--- src/rtl/dsp_pkg.sv ---
// Shared defaults and helpers for the ADC-to-FFT datapath.
// Includes the bit-reversal used to place samples in DIT input order.
package dsp_pkg;

    localparam int ADC_DATLEN    = 12;
    localparam int FFT_VLEN      = 16;
    localparam int FFT_VLEN_LOG2 = 4;

    localparam int BITREV_MAX_W  = 16;
    localparam int BITREV_IDX_W  = 4;

    typedef enum logic {
        RD_IDLE,
        RD_STREAM
    } rd_state_t;

    // Reverses the low log2_len bits of val; the upper bits come back as zero.
    function automatic logic [BITREV_MAX_W-1:0] bitrev(
        input logic [BITREV_MAX_W-1:0] val,
        input int                      log2_len
    );
        logic [BITREV_MAX_W-1:0] r;
        r = '0;
        for (int i = 0; i < BITREV_MAX_W; i++) begin
            if (i < log2_len) begin
                r[BITREV_IDX_W'(i)] = val[BITREV_IDX_W'(log2_len - 1 - i)];
            end
        end
        return r;
    endfunction

endpackage

--- src/rtl/pingpong_ram.sv ---
// Two-bank memory with one write port and one asynchronous read port.
// The bank is chosen per port, so capture and drain can use different banks at once.
module pingpong_ram #(
    parameter int DATA_W = 12,
    parameter int ADDR_W = 4
) (
    input  logic              clk,
    input  logic              wr_en,
    input  logic              wr_bank,
    input  logic [ADDR_W-1:0] wr_addr,
    input  logic [DATA_W-1:0] wr_data,
    input  logic              rd_bank,
    input  logic [ADDR_W-1:0] rd_addr,
    output logic [DATA_W-1:0] rd_data
);

    localparam int DEPTH = 1 << ADDR_W;

    logic [DATA_W-1:0] mem [0:1][0:DEPTH-1];

    always_ff @(posedge clk) begin
        if (wr_en) begin
            mem[wr_bank][wr_addr] <= wr_data;
        end
    end

    assign rd_data = mem[rd_bank][rd_addr];

endmodule

--- src/rtl/dit_frame_buffer.sv ---
// Double-buffered framer: captures FFT_LEN pre-scaled ADC samples in bit-reversed order
// and streams whole frames to the FFT; frames that find no free bank are dropped whole.
module dit_frame_buffer
    import dsp_pkg::*;
#(
    parameter int DATA_W     = ADC_DATLEN,
    parameter int FFT_LEN    = FFT_VLEN,
    parameter int LOG2_LEN   = FFT_VLEN_LOG2,
    parameter int IN_SHIFT   = 1,
    parameter int DROP_CNT_W = 8
) (
    input  logic                  clk,
    input  logic                  reset,
    input  logic                  in_valid,
    input  logic [DATA_W-1:0]     in_data,
    output logic                  out_valid,
    input  logic                  out_ready,
    output logic [2*DATA_W-1:0]   out_data,
    output logic                  out_sof,
    output logic                  out_eof,
    output logic                  overflow,
    output logic [DROP_CNT_W-1:0] frames_dropped
);

    localparam logic [LOG2_LEN-1:0] LAST_IDX = LOG2_LEN'(FFT_LEN - 1);

    logic                    wb;
    logic                    rb;
    logic [1:0]              full;
    logic [1:0]              full_next;
    logic [LOG2_LEN-1:0]     w_idx;
    logic [LOG2_LEN-1:0]     r_idx;
    logic                    in_drop;
    logic                    drop_now;
    logic                    wr_en;
    logic                    wr_last;
    logic [DATA_W-1:0]       wr_data;
    logic [BITREV_MAX_W-1:0] rev_addr;
    logic [DATA_W-1:0]       rd_data;
    logic                    rd_last;
    logic                    rd_fire;
    logic                    rd_release;
    rd_state_t               rd_state;
    rd_state_t               rd_state_next;

    // The keep/drop decision is taken once at frame start and held for the whole frame.
    assign drop_now = (w_idx == '0) ? full[wb] : in_drop;
    assign wr_en    = in_valid & ~drop_now;
    assign wr_last  = wr_en & (w_idx == LAST_IDX);
    assign wr_data  = in_data >> IN_SHIFT;
    assign rev_addr = bitrev(BITREV_MAX_W'(w_idx), LOG2_LEN);

    pingpong_ram #(
        .DATA_W (DATA_W),
        .ADDR_W (LOG2_LEN)
    ) u_ram (
        .clk     (clk),
        .wr_en   (wr_en),
        .wr_bank (wb),
        .wr_addr (rev_addr[LOG2_LEN-1:0]),
        .wr_data (wr_data),
        .rd_bank (rb),
        .rd_addr (r_idx),
        .rd_data (rd_data)
    );

    always_ff @(posedge clk) begin
        if (reset) begin
            w_idx          <= '0;
            in_drop        <= 1'b0;
            wb             <= 1'b0;
            overflow       <= 1'b0;
            frames_dropped <= '0;
        end else if (in_valid) begin
            in_drop <= drop_now;
            if (w_idx == LAST_IDX) begin
                w_idx <= '0;
                if (drop_now) begin
                    overflow <= 1'b1;
                    if (frames_dropped != '1) begin
                        frames_dropped <= frames_dropped + DROP_CNT_W'(1);
                    end
                end else begin
                    wb <= ~wb;
                end
            end else begin
                w_idx <= w_idx + LOG2_LEN'(1);
            end
        end
    end

    // Release and completion always target different banks, so both may land in one cycle.
    always_comb begin
        full_next = full;
        if (rd_release) begin
            full_next[rb] = 1'b0;
        end
        if (wr_last) begin
            full_next[wb] = 1'b1;
        end
    end

    always_ff @(posedge clk) begin
        if (reset) begin
            full <= 2'b00;
        end else begin
            full <= full_next;
        end
    end

    assign rd_last    = (r_idx == LAST_IDX);
    assign rd_fire    = out_valid & out_ready;
    assign rd_release = rd_fire & rd_last;

    always_comb begin
        rd_state_next = rd_state;
        out_valid     = 1'b0;
        out_sof       = 1'b0;
        out_eof       = 1'b0;
        out_data      = '0;
        case (rd_state)
            RD_IDLE: begin
                if (full[rb]) begin
                    rd_state_next = RD_STREAM;
                end
            end
            RD_STREAM: begin
                out_valid = 1'b1;
                out_data  = {rd_data, {DATA_W{1'b0}}};
                out_sof   = (r_idx == '0);
                out_eof   = rd_last;
                if (out_ready && rd_last) begin
                    rd_state_next = RD_IDLE;
                end
            end
            default: rd_state_next = RD_IDLE;
        endcase
    end

    // r_idx wraps to zero on the last beat, so every frame starts from index 0.
    always_ff @(posedge clk) begin
        if (reset) begin
            rd_state <= RD_IDLE;
            r_idx    <= '0;
            rb       <= 1'b0;
        end else begin
            rd_state <= rd_state_next;
            if (rd_fire) begin
                r_idx <= rd_last ? '0 : r_idx + LOG2_LEN'(1);
            end
            if (rd_release) begin
                rb <= ~rb;
            end
        end
    end

endmodule

--- config.mk ---
export PLATFORM = sky130hd
export DESIGN_NAME = dit_frame_buffer
export DESIGN_NICKNAME = d
export VERILOG_FILES = /design/src/rtl/dsp_pkg.sv /design/src/rtl/pingpong_ram.sv /design/src/rtl/dit_frame_buffer.sv
export SDC_FILE = /design/constraint.sdc
export NUM_CORES = 1
export LEC_CHECK = 0
export BUFFER_PORTS_ARGS = -buffer_cell sky130_fd_sc_hd__buf_2
export CORE_AREA = 10 10 195 197
export DETAILED_ROUTE_END_ITERATION = 10
export DIE_AREA = 0 0 205 207
export MAX_ROUTING_LAYER = met4
export PLACE_DENSITY_LB_ADDON = 0.05
export SLEW_MARGIN = 20
export SYNTH_ARGS = -nofsm -noshare
export SYNTH_HDL_FRONTEND = slang
export SYNTH_SLANG_ARGS = --single-unit
--- constraint.sdc ---
create_clock -name clk -period 3.7 [get_ports clk]
set_clock_uncertainty 0.05 [all_clocks]
set_input_delay 0.37 -clock clk [delete_from_list [all_inputs] [get_ports clk]]
set_output_delay 0.37 -clock clk [all_outputs]
set_load 0.02 [all_outputs]
After elaboration in Yosys (flattened, before gate mapping). Memory sizes are Yosys's and may differ from the RTL's. A register that Yosys moved wholly into a read port is not among the register bits. Index checks and enable logic that the tools add are counted. W data, S select, Z words.

Multiplexer cells: 29. $add $sub $neg: 3. Bitwise logic cells: 13. Eq/ne operators: 3. Magnitude comparators: 7. Reduce and logical (&&, ||, !) cells: 9.

Operators with widths (number): $mux W192 (1); $bmux W12 S4 (1); $demux W12 S4 (1); $mux W12 (3); $mux W24 (1); $mux W1 (15); $ge A5 B5 Y1 const B (2); $not A4 Y5 (2); $add A4 B1 Y4 const B (2); $add A8 B1 Y8 const B (1); $eq A4 B4 Y1 const B (2); $logic_not A4 Y1 (2); $mux W4 (2); $ne A8 B8 Y1 const B (1); $reduce_and A3 Y1 (2); $lt A5 B1 Y1 const B (1); $and A1 B1 Y1 (4); $logic_and A1 B1 Y1 (4); $lt A1 B2 Y1 const B (2); $mux W2 (2); $not A1 Y1 (4); $reduce_and A4 Y1 (1); $and A2 B2 Y2 (1); $demux W1 S1 (2); 4 further kinds (5).

Memories kept: 1. Output and inout bits: 36. Logic and storage cells: 74. RAM bits: 352. Bits of input ports: 16. Register bits after elaboration: 23.

Memories: u_ram.mem (depth 2, bits a word 176, read ports 1, clocked after Yosys merged registers in 1, wr ports 1, RTL line pingpong_ram.sv:19) `logic [DATA_W-1:0] mem [0:1][0:DEPTH-1];`.

Depth between registers and ports, before layout. Gate-level depths: netlist of run 1.

Word-level depth: 9. Mapped depth: 10. Mapped depth without buffers: 6.

Hierarchy. A second synthesis of run 1 with hierarchy kept.

Cells, all modules: 1014. Area total of the unflattened synthesis: 16568.4 um^2.

Modules (own cells, without submodules): pingpong_ram (cells each 856, area each 15228.4 um^2, instances 1, seq. area each 11531.1 um^2); dit_frame_buffer (cells each 158, area each 1340.0 um^2, instances 1, seq. area each 460.4 um^2).

Worst setup path after synthesis of run 1. Ideal clock, no wire load.

Path type: reg2reg. From: register w_idx[0]. To: memory u_ram.mem[1][11] in the netlist's numbering, enable pin. Stages on the path, launching flop included: 6. Buffers on the path: 0. Data arrival time: 2.302 ns. Slack: 0.955 ns. Library setup time: 0.393 ns. Period minus slack after synthesis: 2.745 ns. Data required time: 3.257 ns. Cell sequence: dfxtp_1 -> inv_1 -> ha_1 -> or3b_2 -> a211o_1 -> nor3_1.

Cells in the longest elaborated chain, start to end: 6. Elaborated cells on any way between the ends: 12. Those cells by class: order compare (2); mux (5); bitwise (3); reduce/logical (2).

RTL lines: start: declaration (RTL line dit_frame_buffer.sv:31) `logic [LOG2_LEN-1:0] w_idx;`; start signal: assignment (RTL line dit_frame_buffer.sv:87) `w_idx <= w_idx + LOG2_LEN'(1);`; $not A4 Y5 (not written as such) or $logic_not A4 Y1 (tied branches) (RTL line pingpong_ram.sv:23, dit_frame_buffer.sv:47); $ge A5 B5 Y1 (not written as such) (tied with other cells) (RTL line pingpong_ram.sv:23) `mem[wr_bank][wr_addr] <= wr_data;`; $logic_and A1 B1 Y1 (not written as such) or $not A1 Y1 (tied branches); $mux W12 (not written as such) or $and A1 B1 Y1 (tied branches) (RTL line pingpong_ram.sv:23, dit_frame_buffer.sv:48); $demux W12 S4 or $mux W1 (tied branches) (RTL line pingpong_ram.sv:23, pingpong_ram.sv:22); $mux W192 (not written as such) (*) (RTL line pingpong_ram.sv:23); end: declaration (RTL line pingpong_ram.sv:19).

Every way passes the cells marked *; elsewhere a longest branch is shown, timed or not.

==> flow_metrics.tcl, run 1 <==
set metrics [dict create \
    outcome "finished, final reports clean" \
    syn_area_um2 15200 \
    clk_pin_slew_worst_paths_ns 0.06 \
    cts_tree "done" \
    drv_slew 0 \
    die_h_um 207 \
    synth_cell_types 54 \
    antenna_found_initial 0 \
    syn_to_final_growth_pct 13.6 \
    whs_path_depth 3 \
    cts-root-buf "clkbuf_16" \
    drt_iter0_drc 531 \
    place_inst 1292 \
    dieArea_um2 42400 \
    ys_ff_latch 376 \
    hp-class "in -> reg" \
    grt_overflow 0 \
    fin_setup_tns_ns 0 \
    min_period_ns 3.40 \
    postCtsSetupBuffers 0 \
    cts_resized 0 \
    setup_viol 0 \
    hold_end "r_idx[1]" \
    dp_hpwl_um 21500 \
    timing.rr.start "w_idx[0]" \
    worst_ep_arrival_time_ns 2.98 \
    finalHoldViolations 0 \
    cpMaxStageDelayCell "dfxtp_4" \
    yosys_warnings 0 \
    hold_start "out_ready" \
    n_antenna_cell 0 \
    crit_required_ns 3.28 \
    drc_errors 0 \
    grt_pass1_vias 8010 \
    reg2reg_depth 7 \
    cts.sinks 376 \
    peakVddDrop_v 0.000361 \
    slowest_delay_ns 0.64 \
    max_slew.worst_pin.slew_ns 1.05 \
    final_antenna_net_count 0 \
    cap_viol_max_count 0 \
    avgSynthCellArea_um2 19.0 \
    drive_gt1_share_pct 23.3 \
    fmax_mhz 294 \
    vias 7689 \
    fillers 2789 \
    startpoint_type "flop" \
    core_area_um2 34100 \
    grt_pass1_wl_um 51700 \
    cts-hold-fix-buffers 0 \
    synth-main-ff-cell "edfxtp_1" \
    grt_start_max_net_pins 33 \
    post-route-period-util_pct 92.0 \
    p_leak_nw 5.50 \
    grt_usage_pct 16.7 \
    start_util_pct 44.5 \
    path_cells "buf_4 > mux4_2 > a22oi_1 > a21oi_1 > a41o_1 > buf_2" \
    r2r-end "u_ram.mem[0][92]" \
    cp_max_fo 22 \
    p_per_area_nw_per_um2 511 \
    syn_inst 798 \
    r2r_slack_ns 1.12 \
    post_layout_nonfiller_instances 1364 \
    synth_edf_count 352 \
    async_flop_share_pct 0 \
    die_w_um 205 \
    synth_seq_area_share_pct 72.8 \
    drt_wl_total_um 34500 \
    htree_levels 2 \
    relSlewSlack_pct 29.2 \
    avgRoutedWirePerCell_um 25.3 \
    rows 68 \
    nNetsFinal 903 \
    crit_path_end_kind "output pin" \
    cts_made_buffers 41 \
    clockBufferDepth 3 \
    rsz0062_at_grt "no" \
    gp_congestion 0.832 \
    path_class "reg -> out" \
    viasPerCell 5.64 \
    ioPinCount 52 \
    portBuffers 37 \
    clock_latency_ns 0.52 \
    drt_pre_antenna_iters 5 \
]
==> Yosys cell counts, types with 2 or more instances <==
cell type,number,area [um^2]
edfxtp_1,352,10600
mux2i_1,58,581
mux4_2,47,1060
nor2_1,34,128
a22oi_1,26,195
dfxtp_1,24,480
nand3_1,23,115
mux4_1,21,552
nor3_1,18,90.1
buf_4,17,128
nand2_1,15,56.3
clkbuf_1,13,48.8
a21oi_1,12,60.1
inv_1,12,45.0
buf_6,9,101
a31oi_1,8,50.1
buf_2,8,40.0
a221oi_1,7,61.3
ha_1,7,87.6
a22o_1,6,52.6
nor2b_1,6,37.5
o21ai_0,6,30.0
clkinv_1,5,18.8
a211oi_1,4,30.0
buf_12,4,80.1
buf_8,4,60.1
nor4_1,4,25.0
o221ai_1,4,35.0
or4_1,4,30.0
a221oi_2,3,45.0
xnor2_1,3,26.3
a211o_1,2,17.5
and2_1,2,12.5
and4_1,2,17.5
mux2_2,2,22.5
nand2b_1,2,12.5
nor3b_1,2,15.0
nor4bb_1,2,20.0
o31ai_1,2,15.0
or2_2,2,12.5
or3_1,2,12.5
xor2_1,2,17.5
==> worst max-delay path, delay by kind of cell (launching register included) <==
family / cells / cell delay, ns
compound gates: 3 / 0.67
buf+inv: 2 / 0.59
flops: 1 / 0.64
mux: 1 / 0.55
==> how the worst max path moves through the flow <==
stage / startpoint / to / slack [ns] / cells past startpoint
floorplan: w_idx[0] / u_ram.mem[1][11] / 0.96 / 5
global placement: flop / out_data[17] / 0.78 / 6
detailed placement: flop / out_data[17] / 0.79 / 6
CTS: flop / out_data[17] / 0.22 / 6
global route: flop / out_data[17] / 0.05 / 6
finish: flop / out_data[17] / 0.30 / 6
==> metal layers <==
layer | global-route usage [%] | vias up | routed length, um
met1 | 21.9 | 4062 | 15200
met5 | - | - | 0
met2 | 27.0 | 161 | 17400
li1 | - | 3415 | -
met4 | 4.07 | 0 | 676
met3 | 2.28 | 51 | 1340
==> registers in the layout, summed over array words and instances, names as in the netlist, 2 cells and up, named ones only <==
register / flops
u_ram.mem: 352
frames_dropped: 8
r_idx: 4
w_idx: 4
full: 2
==> placed cells by master, fill, tap and decap left out, types with 3 or more instances in the layout <==
cell | synthesis | routed
mux4_2 | 47 | 47
dfxtp_1 | 24 | 22
mux2i_1 | 58 | 58
a22o_1 | 6 | 6
a221oi_2 | 3 | 3
conb_1 | 1 | 13
or4_1 | 4 | 4
buf_2 | 8 | 37
nor3_2 | 0 | 4
ha_1 | 7 | 7
clkinvlp_4 | 0 | 4
o221ai_1 | 4 | 4
a221oi_1 | 7 | 7
inv_1 | 12 | 12
o21ai_0 | 6 | 6
clkinv_1 | 5 | 14
clkinv_2 | 0 | 9
edfxtp_1 | 352 | 352
nand2_1 | 15 | 15
buf_4 | 17 | 45
clkbuf_16 | 0 | 41
a211oi_1 | 4 | 4
a21oi_1 | 12 | 12
nor2_1 | 34 | 34
nand3_1 | 23 | 23
xnor2_1 | 3 | 3
nor3_1 | 18 | 14
nor2b_1 | 6 | 6
mux4_1 | 21 | 21
a31oi_1 | 8 | 8
bufinv_16 | 0 | 5
a22oi_1 | 26 | 26
==> cell type report <==
type	instances	area [um^2]	share of cell area, %
Inverter	17	63.8	0.370
Tap cell	455	569	3.30
Clock buffer	42	1030	5.97
Clock inverter	30	288	1.67
Sequential cell	376	11100	64.1
Timing Repair Buffer	84	563	3.26
Multi-Input combinational cell	360	3680	21.3
==> where the power goes <==
part / leakage, nW / internal, mW / switching (mW) / total (mW)
clock: 0.642 / 2.38 / 1.59 / 3.97
combinational: 1.50 / 0.0413 / 0.128 / 0.169
sequential: 3.37 / 4.67 / 0.00963 / 4.68
==> through the flow <==
stage	utilization (%)	power, mW	area [um^2]	hold WS, ns	setup slack [ns]
CTS	50.5	8.92	17200	0.112	0.220
finish	50.6	8.82	17300	0.132	0.296
floorplan	-	4.86	15200	0.419	0.955
detailed placement	46.7	4.94	15900	0.410	0.787
global placement	46.7	4.93	15900	0.397	0.780
global route	50.6	9.12	17300	0.110	0.0539
==> cell families after synthesis <==
kind of cell    synth area share [%]
flops                           72.8
xor+xnor                       0.288
buf+inv                         3.54
simple gates                    4.21
fa+ha+maj                      0.577
compound gates                  4.02
mux                             14.6
other cells                   0.0247
Note: power is estimated with default switching activity, not from simulation.
==> run 2: changes to the inputs <==
- clock period: 3.7 -> 3.1 ns (I/O delays scaled with it)
==> run 2 against run 1 <==
Against the previous run: cell count up 1.7%; combinational power up 22%; wire length down 0.93%; first-iteration DRC count down 4.3%; sequential power up 19%; clock-buffer cell count up 10; utilization up 0.96 points; final area up 1.9%; critical endpoint is now out_data[21]; highest routed layer unchanged; via count down 0.56%; global-route usage down 0.48 points.
==> flow_metrics.tcl, run 2 (same netlist as run 1, synthesis figures left out) <==
set metrics [dict create \
    outcome "finished, final reports clean" \
    peakVddDrop_v 0.000455 \
    clock_latency_ns 0.53 \
    start_util_pct 44.5 \
    dieArea_um2 42400 \
    htree_levels 2 \
    post-route-period-util_pct 100 \
    largest_register_ffs 352 \
    timing.rr.start "w_idx[0]" \
    relSlewSlack_pct 53.6 \
    core_area_um2 34100 \
    post_layout_nonfiller_instances 1387 \
    finalHoldViolations 0 \
    avgRoutedWirePerCell_um 24.7 \
    path_class "reg -> out" \
    die_h_um 207 \
    startpoint_type "flop" \
    reg2reg_depth 7 \
    drive_gt1_share_pct 26.2 \
    vias 7646 \
    drt_iter0_drc 508 \
    drc_errors 0 \
    power_mw 10.6 \
    hold_end "r_idx[1]" \
    whs_path_depth 3 \
    worst_ep_arrival_time_ns 2.74 \
    post_dp_cell_area_um2 16000 \
    gp_congestion 0.833 \
    place_inst 1294 \
    final_cell_mix "edfxtp_1 (352), buf_4 (61), mux2i_1 (58)" \
    min_period_ns 3.10 \
    drt_pre_antenna_iters 4 \
    grt_pass1_vias 7974 \
    crit_required_ns 2.74 \
    finalCoreUtilization_pct 51.5 \
    grt_pass1_wl_um 50100 \
    nNetsFinal 924 \
    grt_overflow 0 \
    cts_made_buffers 40 \
    p_per_area_nw_per_um2 601 \
    grt_start_max_net_pins 49 \
    clockBufferDepth 3 \
    drv_slew 0 \
    cap_viol_max_count 0 \
    r2r-end "u_ram.mem[0][72]" \
    max_slew.worst_pin.slew_ns 0.693 \
    setup_viol 0 \
    largestRegisters "u_ram.mem (352), frames_dropped (8)" \
    die_w_um 205 \
    cts.sinks 376 \
    viasPerCell 5.51 \
    syn_to_final_growth_pct 15.8 \
    drt_wl_total_um 34200 \
    n_antenna_cell 0 \
    final_antenna_net_count 0 \
    final_common_cell "edfxtp_1" \
    r2r_slack_ns 0.52 \
    cts-root-buf "clkbuf_16" \
    rows 68 \
    p_leak_nw 5.65 \
    design_area_um2 17600 \
    cts-hold-fix-buffers 0 \
    portBuffers 37 \
    fmax_mhz 323 \
    cts_tree "done" \
    antenna_found_initial 0 \
    crit_path_end_kind "output pin" \
    hold_start "out_ready" \
    rsz0062_at_grt "yes" \
    cp_max_fo 7 \
    ioPinCount 52 \
    top_register "u_ram.mem" \
    hp-class "in -> reg" \
    dp_hpwl_um 21300 \
    clk_pin_slew_worst_paths_ns 0.06 \
    grt_usage_pct 16.2 \
]
## run 2: cell types whose count changed in the layout (fill, tap and decap cells not counted), moves of 5 or more
| cell | previous run | this run |
|---|---|---|
| buf_4 | 45 | 61 |
| mux4_1 | 21 | 15 |
| clkinv_2 | 9 | 4 |
| mux4_2 | 47 | 53 |
| clkbuf_1 | 1 | 8 |
## run 2: how the worst max path moves through the flow
stage / from / end / slack [ns] / cells after the start
after floorplan: w_idx[0] / u_ram.mem[1][11] / 0.36 / 5
after global placement: r_idx[0] / out_data[13] / 0.35 / 6
after detailed placement: r_idx[1] / out_data[16] / 0.33 / 5
after CTS: flop / out_data[16] / -0.05 / 7
after global routing: flop / out_data[13] / -0.03 / 7
final: flop / out_data[21] / 0.0009 / 7
## run 2: per-layer routing
layer | track usage, % | vias up | wire length, um
met5 | - | - | 0
met4 | 4.65 | 0 | 823
met3 | 2.73 | 61 | 1570
met2 | 26.3 | 170 | 17000
met1 | 20.5 | 3960 | 14800
li1 | - | 3455 | -
## run 2: stage by stage
step | hold WS, ns | TNS, ns | worst slack [ns]
finish | 0.0631 | 0 | 0.000909
global route | 0.0640 | -0.0544 | -0.0284
CTS | 0.0473 | -0.154 | -0.0536
detailed placement | 0.408 | 0 | 0.327
global placement | 0.400 | 0 | 0.348
floorplan | 0.359 | 0 | 0.355
## run 2: final cells by class
| cell class | count | area, um^2 |
|---|---|---|
| clock buffer | 52 | 1100 |
| clock inverter | 21 | 233 |
| fill | 2750 | 16500 |
| inverter | 17 | 63.8 |
| multi-input combinational | 360 | 3700 |
| sequential | 376 | 11100 |
| tap | 455 | 569 |
| timing repair buffer | 106 | 858 |
## run 2: critical path: stages (launching register included)
cell and delay, ns:
dfxtp_4 0.43, buf_12 0.13, clkbuf_16 0.15, mux4_1 0.55
a22o_1 0.25, a221oi_2 0.31, a31oi_2 0.18, buf_2 0.19
## run 2: what timing repair did
action | in CTS | in global routing
buffers inserted | 0 | 17
setup endpoints to repair | 11 | 11
pin swaps | 0 | 2
resized for setup | 11 | 12
gates cloned | 0 | 3
## run 2: power by group
part | total, mW | internal, mW | switching, mW
logic | 0.206 | 0.0511 | 0.155
clock network | 4.77 | 2.91 | 1.86
registers | 5.59 | 5.57 | 0.0120
total | 10.6 | 8.54 | 2.02
